[config.mk]
export PLATFORM = sky130hd
export DESIGN_NAME = heichips25_systolic_array_nxn
export DESIGN_NICKNAME = d
export VERILOG_FILES = /design/src/rtl/heichips25_systolic_array_nxn.sv
export SDC_FILE = /design/constraint.sdc
export NUM_CORES = 1
export LEC_CHECK = 0
export CELL_PAD_IN_SITES_DETAIL_PLACEMENT = 1
export CELL_PAD_IN_SITES_GLOBAL_PLACEMENT = 2
export CORE_ASPECT_RATIO = 0.6
export CORE_MARGIN = 5
export CORE_UTILIZATION = 45
export DETAILED_ROUTE_END_ITERATION = 12
export GPL_ROUTABILITY_DRIVEN = 0
export PLACE_DENSITY = 0.89
export SLEW_MARGIN = 10
export SYNTH_ARGS = -nofsm -noshare
export SYNTH_HDL_FRONTEND = slang
export SYNTH_SLANG_ARGS = --single-unit
export TNS_END_PERCENT = 30
[constraint.sdc]
create_clock -name clk -period 19.8 [get_ports clk]
set_input_delay 3.96 -clock clk [delete_from_list [all_inputs] [get_ports clk]]
set_output_delay 3.96 -clock clk [all_outputs]
set_load 0.05 [all_outputs]
[src/rtl/heichips25_systolic_array_nxn.sv]
// heichips25_systolic_array_nxn: N x N output-stationary systolic multiplier, C = A x W.
// Ports: clk; reset (synchronous, active-high); data_in/data_valid carry serial row-major
//   operand beats; load_weights/load_inputs/start are commands, accepted only in IDLE;
//   signed_mode/accumulate are sampled with start; result/result_valid/result_ready form
//   the row-major C output stream; busy, a one-cycle done pulse, and sticky overflow.
module heichips25_systolic_array_nxn #(
    parameter int N        = 2,
    parameter int BITWIDTH = 4,
    parameter int OUTWIDTH = 8
) (
    input  logic                clk,
    input  logic                reset,
    input  logic [BITWIDTH-1:0] data_in,
    input  logic                data_valid,
    input  logic                load_weights,
    input  logic                load_inputs,
    input  logic                start,
    input  logic                signed_mode,
    input  logic                accumulate,
    output logic [OUTWIDTH-1:0] result,
    output logic                result_valid,
    input  logic                result_ready,
    output logic                busy,
    output logic                done,
    output logic                overflow
);

    localparam int EL = N * N;
    localparam int LW = $clog2(EL + 1);
    localparam int CW = $clog2(3 * N);
    localparam int XW = OUTWIDTH + 2;

    localparam logic [LW-1:0] LAST_EL  = LW'(EL - 1);
    localparam logic [CW-1:0] LAST_CYC = CW'(3 * N - 3);

    localparam logic signed [XW-1:0] SMAX = {3'b000, {(OUTWIDTH-1){1'b1}}};
    localparam logic signed [XW-1:0] SMIN = {3'b111, {(OUTWIDTH-1){1'b0}}};
    localparam logic signed [XW-1:0] UMAX = {2'b00, {OUTWIDTH{1'b1}}};

    typedef enum logic [2:0] {IDLE, LOAD_W, LOAD_A, COMPUTE, OUTPUT} state_t;

    state_t state;

    logic [BITWIDTH-1:0] a_buf  [N][N];
    logic [BITWIDTH-1:0] w_buf  [N][N];
    logic [BITWIDTH-1:0] a_pipe [N][N-1];
    logic [BITWIDTH-1:0] w_pipe [N-1][N];
    logic [OUTWIDTH-1:0] acc    [N][N];

    logic [BITWIDTH-1:0] a_in   [N][N];
    logic [BITWIDTH-1:0] w_in   [N][N];
    logic [OUTWIDTH:0]   mac    [N][N];
    logic [BITWIDTH-1:0] a_feed [N];
    logic [BITWIDTH-1:0] w_feed [N];

    logic [LW-1:0]       ld_idx;
    logic [LW-1:0]       out_idx;
    logic [CW-1:0]       cnt;
    logic                sgn;
    logic                any_clamp;
    logic [OUTWIDTH-1:0] next_val;

    // Returns {clamped, acc + a*w}. Two guard bits keep the raw sum exact
    // in both signed and unsigned interpretation before clamping.
    function automatic logic [OUTWIDTH:0] sat_mac(
        input logic [OUTWIDTH-1:0] acc_v,
        input logic [BITWIDTH-1:0] a_v,
        input logic [BITWIDTH-1:0] w_v,
        input logic                sgn_v
    );
        logic signed [XW-1:0] ea;
        logic signed [XW-1:0] ex;
        logic signed [XW-1:0] ew;
        logic signed [XW-1:0] sum;
        logic [OUTWIDTH:0]    res;
        if (sgn_v) begin
            ea = {{2{acc_v[OUTWIDTH-1]}}, acc_v};
            ex = {{(XW-BITWIDTH){a_v[BITWIDTH-1]}}, a_v};
            ew = {{(XW-BITWIDTH){w_v[BITWIDTH-1]}}, w_v};
        end else begin
            ea = {2'b00, acc_v};
            ex = {{(XW-BITWIDTH){1'b0}}, a_v};
            ew = {{(XW-BITWIDTH){1'b0}}, w_v};
        end
        sum = ea + ex * ew;
        res = {1'b0, sum[OUTWIDTH-1:0]};
        if (sgn_v) begin
            if (sum > SMAX) begin
                res = {1'b1, SMAX[OUTWIDTH-1:0]};
            end else if (sum < SMIN) begin
                res = {1'b1, SMIN[OUTWIDTH-1:0]};
            end
        end else if (sum > UMAX) begin
            res = {1'b1, UMAX[OUTWIDTH-1:0]};
        end
        return res;
    endfunction

    // Edge injection: row r of A enters column 0 skewed by r cycles,
    // column c of W enters row 0 skewed by c cycles; zeros outside the window.
    always_comb begin
        for (int r = 0; r < N; r++) begin
            a_feed[r] = '0;
            w_feed[r] = '0;
            for (int k = 0; k < N; k++) begin
                if (int'(cnt) == r + k) begin
                    a_feed[r] = a_buf[r][k];
                    w_feed[r] = w_buf[k][r];
                end
            end
        end
    end

    for (genvar i = 0; i < N; i++) begin : g_row
        for (genvar j = 0; j < N; j++) begin : g_col
            if (j == 0) begin : g_a_edge
                assign a_in[i][j] = a_feed[i];
            end else begin : g_a_hop
                assign a_in[i][j] = a_pipe[i][j-1];
            end
            if (i == 0) begin : g_w_edge
                assign w_in[i][j] = w_feed[j];
            end else begin : g_w_hop
                assign w_in[i][j] = w_pipe[i-1][j];
            end
            assign mac[i][j] = sat_mac(acc[i][j], a_in[i][j], w_in[i][j], sgn);
        end
    end

    always_comb begin
        any_clamp = 1'b0;
        next_val  = '0;
        for (int i = 0; i < N; i++) begin
            for (int j = 0; j < N; j++) begin
                any_clamp = any_clamp | mac[i][j][OUTWIDTH];
                if (int'(out_idx) + 1 == i * N + j) begin
                    next_val = acc[i][j];
                end
            end
        end
    end

    always_ff @(posedge clk) begin
        if (reset) begin
            state        <= IDLE;
            ld_idx       <= '0;
            out_idx      <= '0;
            cnt          <= '0;
            sgn          <= 1'b0;
            result       <= '0;
            result_valid <= 1'b0;
            busy         <= 1'b0;
            done         <= 1'b0;
            overflow     <= 1'b0;
            for (int r = 0; r < N; r++) begin
                for (int c = 0; c < N; c++) begin
                    a_buf[r][c] <= '0;
                    w_buf[r][c] <= '0;
                    acc[r][c]   <= '0;
                end
            end
            for (int r = 0; r < N; r++) begin
                for (int c = 0; c < N - 1; c++) begin
                    a_pipe[r][c] <= '0;
                end
            end
            for (int r = 0; r < N - 1; r++) begin
                for (int c = 0; c < N; c++) begin
                    w_pipe[r][c] <= '0;
                end
            end
        end else begin
            done <= 1'b0;
            unique case (state)
                IDLE: begin
                    if (load_weights) begin
                        ld_idx <= '0;
                        busy   <= 1'b1;
                        state  <= LOAD_W;
                    end else if (load_inputs) begin
                        ld_idx <= '0;
                        busy   <= 1'b1;
                        state  <= LOAD_A;
                    end else if (start) begin
                        sgn   <= signed_mode;
                        cnt   <= '0;
                        busy  <= 1'b1;
                        state <= COMPUTE;
                        for (int r = 0; r < N; r++) begin
                            for (int c = 0; c < N - 1; c++) begin
                                a_pipe[r][c] <= '0;
                            end
                        end
                        for (int r = 0; r < N - 1; r++) begin
                            for (int c = 0; c < N; c++) begin
                                w_pipe[r][c] <= '0;
                            end
                        end
                        if (!accumulate) begin
                            overflow <= 1'b0;
                            for (int r = 0; r < N; r++) begin
                                for (int c = 0; c < N; c++) begin
                                    acc[r][c] <= '0;
                                end
                            end
                        end
                    end
                end
                LOAD_W, LOAD_A: begin
                    if (data_valid) begin
                        for (int r = 0; r < N; r++) begin
                            for (int c = 0; c < N; c++) begin
                                if (int'(ld_idx) == r * N + c) begin
                                    if (state == LOAD_W) begin
                                        w_buf[r][c] <= data_in;
                                    end else begin
                                        a_buf[r][c] <= data_in;
                                    end
                                end
                            end
                        end
                        if (ld_idx == LAST_EL) begin
                            busy  <= 1'b0;
                            state <= IDLE;
                        end else begin
                            ld_idx <= ld_idx + LW'(1);
                        end
                    end
                end
                COMPUTE: begin
                    for (int r = 0; r < N; r++) begin
                        for (int c = 0; c < N; c++) begin
                            acc[r][c] <= mac[r][c][OUTWIDTH-1:0];
                        end
                    end
                    for (int r = 0; r < N; r++) begin
                        for (int c = 0; c < N - 1; c++) begin
                            a_pipe[r][c] <= a_in[r][c];
                        end
                    end
                    for (int r = 0; r < N - 1; r++) begin
                        for (int c = 0; c < N; c++) begin
                            w_pipe[r][c] <= w_in[r][c];
                        end
                    end
                    if (any_clamp) begin
                        overflow <= 1'b1;
                    end
                    // PE(0,0) finished long before the last wavefront cycle.
                    if (cnt == LAST_CYC) begin
                        out_idx      <= '0;
                        result       <= mac[0][0][OUTWIDTH-1:0];
                        result_valid <= 1'b1;
                        state        <= OUTPUT;
                    end else begin
                        cnt <= cnt + CW'(1);
                    end
                end
                OUTPUT: begin
                    if (result_ready) begin
                        if (out_idx == LAST_EL) begin
                            result_valid <= 1'b0;
                            done         <= 1'b1;
                            busy         <= 1'b0;
                            state        <= IDLE;
                        end else begin
                            out_idx <= out_idx + LW'(1);
                            result  <= next_val;
                        end
                    end
                end
                default: begin
                    busy  <= 1'b0;
                    state <= IDLE;
                end
            endcase
        end
    end

endmodule

==> metrics list <==
- Area Overhead vs Synth: 6.43%
- Measured slew at the worst slew-check pin: around 1.2 ns
* Post_cts resized: 0
- Via-per-instance ratio: between 5 and 6
- In the synthesized netlist, the number of instances is approximately 1.3k.
- The finished cells cover 0.0130 mm².
* Crit path DAT: 7.46 ns
* Leak: 6.11 nW
- Synth top area share: about a fifth
- Of the total power, the clock network draws around 22%.
* Number of buffers and inverters on the critical path: 5
- Routed length per placed instance: 20.3 µm
- Setup violations remaining at the end of the flow were counted as 0.
- The smallest clock period supported by the final layout is computed as around 7.3 ns.
- After clock tree synthesis, the clock-pin slew on the worst setup and hold paths is ~0.080 ns.
- Logic gate share of total power: a little over two fifths
- The clock arrives with 0.0130 ns of skew.
- The die covers just over 0.03 mm².
- The number of cells on the worst reg-to-reg path is 21.
- Power density over the cells: 63.2 mW/mm²
- Die width: roughly 220 µm
- After floorplanning, the core was divided into between 40 and 50 placement rows.
- The Yosys step of the flow raised 0 warnings.
- After synthesis, the mean cell area works out to ~9.5 µm².
- Setup repair after global routing left no endpoint under its margin.
* Switching power as a share of total power: 41.2%
- Worst reg2reg setup slack: 12.48 ns
- After detailed routing, the number of remaining DRC violations is 0.
- Once the clock tree was built, the setup fixing pass inserted 0 buffers.
* Post-Place Cell Area: between 0.01 and 0.015 mm²
- Worst-case headroom to the max-slew limit: between 10% and 20%
- Startpoint class of the critical path: flop
- Worst setup slack after layout: roughly 12 ns
- In this run the clock root is driven by a sky130_fd_sc_hd__clkbuf_16.
- I/O pin cnt: 25
- The worst register-to-register path begins at cnt[0].
* Routed WL: 33.5 mm
* Worst Hold Path EP: sgn
- Wire length of the first global-routing pass: between 50 and 60 mm
- Most instantiated library cell after synthesis: sky130_fd_sc_hd__inv_1
* TritonCTS clock tree: yes
- Hold_ws: ~0.46 ns
* Run status: complete, no violations
- Counting flops with a built-in enable in the synthesized netlist gives 80.
- Initial standard-cell utilization of the core: about 46%
* Vias in the first global route: between 9k and 10k
- Clock tree synthesis found a total of around 110 sinks.
* Type of the tightest min-delay check: flop to flop
- Final hold vios: 0
* Source-to-sink clock delay at the later pin of the worst-skew pair: 0.37 ns
- The worst hold path begins at sgn.
- The final critical path takes up 37.0% of the cycle.
- Most frequently used flop master after synthesis: sky130_fd_sc_hd__edfxtp_1
* Final Total Pwr: 0.000819 W
- Proportion of synthesized chip area in sequential cells: a little under a quarter
* Synthesized net count: ~1.6k
- Count of max-cap constraint violations: 0
- In this run the cell area of the synthesized design comes to about 0.012 mm².
- Counting instances, the worst hold path has a depth of 2.
* Crit end category: flop
- The repair_antennas step left the layout with diodes totalling 0.
* Initial antenna violation count: 0
- In this run, distinct cell masters in the synthesized netlist total 72.
* Proportion of power drawn by flip-flops and latches: a little over a third
* Count of hold buffers inserted by post-cts repair: 0
- The max-slew violation count came to 0.
- Kind of cell adding the most delay to the critical path: adder cells
* Data required time of the critical path: 19.94 ns
- Delay contributed by the slowest stage of the critical path: ~0.76 ns
* Vias: 8,960
- Placement Setup Slack: 12.53 ns
* Worst R2R End: acc[1][14]
- Leading area contributor after synthesis: sky130_fd_sc_hd__edfxtp_1
- Counting the buffers created by CTS gives 9.
- The filler cells instantiated in the layout total 3,021.
* GRT Resource Usage Total: 22.8%
- Count of state elements after synthesis: 105
* Worst Path Class, Setup: flop to flop
- Count of input and output buffers: 24
* Cell chain of the critical path: inv_1 -> ha_1 -> nand3b_1 -> a21oi_1 -> and3_1 -> fa_1 -> inv_1 -> fa_1 -> fa_1 -> inv_1 -> fa_1 -> inv_1 -> fa_1 -> inv_1 -> ha_1 -> nand2_1 -> o21ai_0 -> xnor3_1 -> o21ai_0 -> o21ai_0 -> and3_1
- After routing, the total negative slack on setup checks comes to 0 ns.
- Cell internal power was estimated by the tool at slightly below 0.0005 W.
- Core region area: 0.0265 mm²
- Iteration-0 DRC Markers: between 700 and 800
- In this run the worst path has a maximum fanout of 16.
* Maximum resistive drop on vdd: between 0.04 and 0.05 mV
- Sorting the synthesized cells by area gives the leading types as sky130_fd_sc_hd__edfxtp_1 (20%), sky130_fd_sc_hd__fa_1 (19%), sky130_fd_sc_hd__ha_1 (15%).
- In the final layout, the share of cells above drive strength 1 is under 10%.
- On the critical path, the stage with the largest delay is an instance of sky130_fd_sc_hd__a21oi_1.
- Leftover overflow at the end of global routing: 0
- Psw: 0.000337 W
* Largest net degree at the start of global routing: 42
- The clock passes through at most 2 buffers.
* Async set or reset register ratio after synthesis: 0%
* H-tree lvl count: 3
- For this run, the top clock speed supported by timing is roughly 140 MHz.
- Once detailed placement completed, the half-perimeter wirelength came to roughly 28 mm.
- Sorting the synthesized cells by how often they occur yields sky130_fd_sc_hd__inv_1 (229), sky130_fd_sc_hd__ha_1 (148), sky130_fd_sc_hd__fa_1 (116).
- Measured along the y axis, the die boundary spans between 100 and 150 µm.
- After the last flow step, the layout net total stands at approximately 1.6k.
* Number of antenna-violating nets in the routed design: 0
- First-pass detailed-route iteration total: 10
[tightest hold or removal path, cell delays in order (launching register included)]
cell	delay (ns)
sky130_fd_sc_hd__dfxtp_1	0.32
sky130_fd_sc_hd__nand2_1	0.05
sky130_fd_sc_hd__a21oi_1	0.05
[layout by cell type (no fill, tap or decap), drive strengths merged, types with 6 or more instances in the layout]
cell type and count:
nor2 107, clkdlybuf4s50 24, nand2b 8, a211oi 12, ha 148, nor3 17
nand2 85, a21oi 79, a222oi 8, and3 18, nor2b 9, a31oi 6
or3 7, and2 83, xor2 15, o21ai 26, mux2i 11, o21bai 6
nand3 14, nand3b 9, dfxtp 25, xnor2 62, fa 116, a21o 18
clkbuf 10, edfxtp 80, or2 6, inv 233
[layer usage]
metal  GRT usage [%]  part of all wire, %  vias up
met5               0                    0        -
met4            3.74                  1.2        0
met3            4.02                  7.8       22
met2            32.4                   39      273
met1            36.5                   52     4478
li1                -                    -     4187
[cells by family (layout without fill, tap and decap cells)]
group | after synthesis | in the layout | synth area share, %
AOI/OAI and AO/OA | 178 | 178 | 9.81
buffers and inverters | 269 | 274 | 8.94
DFF | 105 | 105 | 23.8
xor gates and xnor gates | 80 | 80 | 6.71
and+or+nand+nor | 376 | 376 | 15.5
adders and majority gates | 264 | 264 | 34.3
muxes | 12 | 12 | 0.996
[per-stage QoR]
step,util [%],instances
final,48.9,1649
after global routing,48.9,1649
after CTS,48.9,1649
after detailed placement,47.8,1633
after global placement,47.8,1633
after floorplan,-,1284
[power by group through the flow]
| stage | clock network (W) | registers [W] | logic, W |
|---|---|---|---|
| CTS | 0.000186 | 0.000289 | 0.000348 |
| finish | 0.000182 | 0.000290 | 0.000347 |
| global route | 0.000193 | 0.000293 | 0.000394 |
| global placement | 0 | 0.000293 | 0.000335 |
| detailed placement | 0 | 0.000294 | 0.000346 |
| floorplan | 0 | 0.000280 | 0.000262 |
[registers in the layout, indices dropped and copies added, names as in the netlist]
signal / flops
a_buf: 16
a_pipe: 8
acc: 32
busy: 1
cnt: 3
done: 1
ld_idx: 3
out_idx: 3
overflow: 1
result: 8
result_valid: 1
sgn: 1
state: 3
w_buf: 16
w_pipe: 8
[area by class of cell]
class	instances	area (µm²)	area share [%]
Timing Repair Buffer	28	270	2.08
Sequential cell	105	2900	22.4
Multi-Input combinational cell	910	8190	63.2
Clock inverter	6	48.8	0.376
Tap cell	360	450	3.47
Clock buffer	10	239	1.84
Inverter	230	863	6.66
[worst max-delay path by stage]
stage / end / depth (start not counted) / startpoint
2_1_floorplan: result[2] / 25 / cnt[1]
3_3_place_gp: result[6] / 25 / cnt[1]
3_5_place_dp: overflow / 26 / cnt[1]
4_1_cts: overflow / 26 / cnt[1]
5_1_grt: acc[1][14] / 21 / cnt[0]
6_report: acc[1][14] / 21 / cnt[0]
(Power assumes the default switching activity.)
==> patch (config.mk and constraints unchanged) <==
Set the parameter `BITWIDTH` to 6 (it was 4).
--- a/src/rtl/heichips25_systolic_array_nxn.sv
+++ b/src/rtl/heichips25_systolic_array_nxn.sv
@@ -5,7 +5,7 @@
 //   the row-major C output stream; busy, a one-cycle done pulse, and sticky overflow.
 module heichips25_systolic_array_nxn #(
     parameter int N        = 2,
-    parameter int BITWIDTH = 4,
+    parameter int BITWIDTH = 6,
     parameter int OUTWIDTH = 8
 ) (
     input  logic                clk,
Interface: changed (resized data_in); port bits go from 25 to 27. The function was not compared with the original's and may differ.
==> patch against the unedited design <==
Synthesized area up 11%. Worst setup slack got worse by 220 ps. Final cell count is 14% higher. Non-clock buffer count is 8 higher. Sequential power grew 26%. Sequential cell count rose by 24. Power increased by 64%. Routed wire length up 18%. Cell area grew 14%. Worst hold slack lost 3.2 ps. Critical endpoint is now overflow.
==> patch: results (changes against the unedited design) <==
qor: pwr.pwr-share-comb 0.483 [was 0.424]
qor: yosys.netlist_top_cells_count sky130_fd_sc_hd__inv_1 (223), sky130_fd_sc_hd__nand2_1 (186), sky130_fd_sc_hd__ha_1 (152), sky130_fd_sc_hd__fa_1 (120), sky130_fd_sc_hd__and2_1 (108) [was sky130_fd_sc_hd__inv_1 (229), sky130_fd_sc_hd__ha_1 (148), sky130_fd_sc_hd__fa_1 (116), sky130_fd_sc_hd__nor2_1 (107), sky130_fd_sc_hd__nand2_1 (84)]
qor: route.drtIter0Drc 919 [was 738]
qor: yosys.synthesis.nets 1738 [was 1561]
qor: global_routing.grt_first_pass_wirelength 62830 microns [was 54400 microns]
qor: worst_setup_path.cpPeakStageDelay 740 ps [was 760 ps]
qor: route.aggregate_routed_wire_length 39420 microns [was 33500 microns]
qor: placed_design.dpl_worst_slack 12320 ps [was 12530 ps]
qor: finish.reg.largest.list acc (32), a_buf (24), w_buf (24) [was acc (32), a_buf (16), w_buf (16)]
qor: pwr.pwr-share-clk 0.246 [was 0.222]
qor: finish.finish.net_count 1750 [was 1561]
qor: worst_setup_path.cp_data_arrival_time 7860 ps [was 7460 ps]
qor: outcome.status finished clean [unchanged]
qor: clock_tree.cts-htree-levels 4 [was 3]
qor: sta.worst-slew-pin-transition 1187 ps [was 1238 ps]
qor: pwr.reported_net_switching_power 0.0005824 W [was 0.0003373 W]
qor: global_routing.grt.met2_usage 0.3547 [was 0.3243]
qor: route.m1WireLength 20510 microns [was 17390 microns]
qor: pwr.vdd.ir_drop.worst 0.00007091 V [was 0.00004691 V]
qor: route.wl_met2 16150 microns [was 13110 microns]
qor: yosys.synth-edff-count 104 [was 80]
qor: route.met3RoutedLength 2329 microns [was 2608 microns]
qor: global_routing.globalRouteTotalUtil 0.2434 [was 0.2280]
qor: global_routing.via_count_of_the_first_global_routing_pass 10886 [was 9530]
qor: sta.worst_clock_skew 19.66 ps [was 13.02 ps]
qor: route.avgViaCountPerCell 5.387 [was 5.434]
==> patch: cell types whose count changed in the layout (fill, tap and decap cells not counted), moves of 10 or more <==
cell / unedited run / this run
sky130_fd_sc_hd__edfxtp_1: 80 / 104
sky130_fd_sc_hd__a211oi_1: 11 / 1
sky130_fd_sc_hd__a22oi_1: 1 / 13
sky130_fd_sc_hd__xor2_1: 14 / 28
sky130_fd_sc_hd__nand2_1: 84 / 186
sky130_fd_sc_hd__and2_1: 81 / 108
sky130_fd_sc_hd__a21oi_1: 73 / 85
==> patch: layout make-up <==
| cell class | count | area share |
|---|---|---|
| clock buffers | 18 | 0.02893 |
| clock inverters | 14 | 0.01198 |
| inverters | 224 | 0.05668 |
| multi-input cells | 1055 | 0.6011 |
| flip-flops and latches | 129 | 0.2443 |
| well taps | 408 | 0.03441 |
| repair buffers | 36 | 0.02260 |
==> patch: worst paths after layout <==
kind | endpoint | slack (ps) | cells past startpoint
hold reg to reg | ld_idx[2] | 460 | 2
hold / removal | ld_idx[2] | 460 | 2
setup / recovery | overflow | 12260 | 24
setup reg to reg | overflow | 12260 | 24
==> patch: metrics by stage <==
stage,hold slack (ps),utilization,cells,area (sq um),power (W)
floorplan,431.9,-,1451,13560,0.0008237
finish,457.8,0.4969,1884,14840,0.001346
global route,484.5,0.4969,1884,14840,0.001447
detailed placement,451.2,0.4766,1852,14230,0.001009
CTS,462.9,0.4969,1884,14840,0.001345
global placement,440.5,0.4766,1852,14230,0.0009845
==> patch: kinds of logic (layout without fill, tap and decap cells) <==
family	count (synthesis)	count (layout)	synth area share
XOR/XNOR	91	91	0.06586
multiplexers	11	11	0.008671
buffers and inverters	267	292	0.07573
adder cells (fa/ha/maj)	272	272	0.3173
AND/OR/NAND/NOR	496	496	0.1796
flip-flops	129	129	0.2671
AO/OA/AOI/OAI	185	185	0.08570
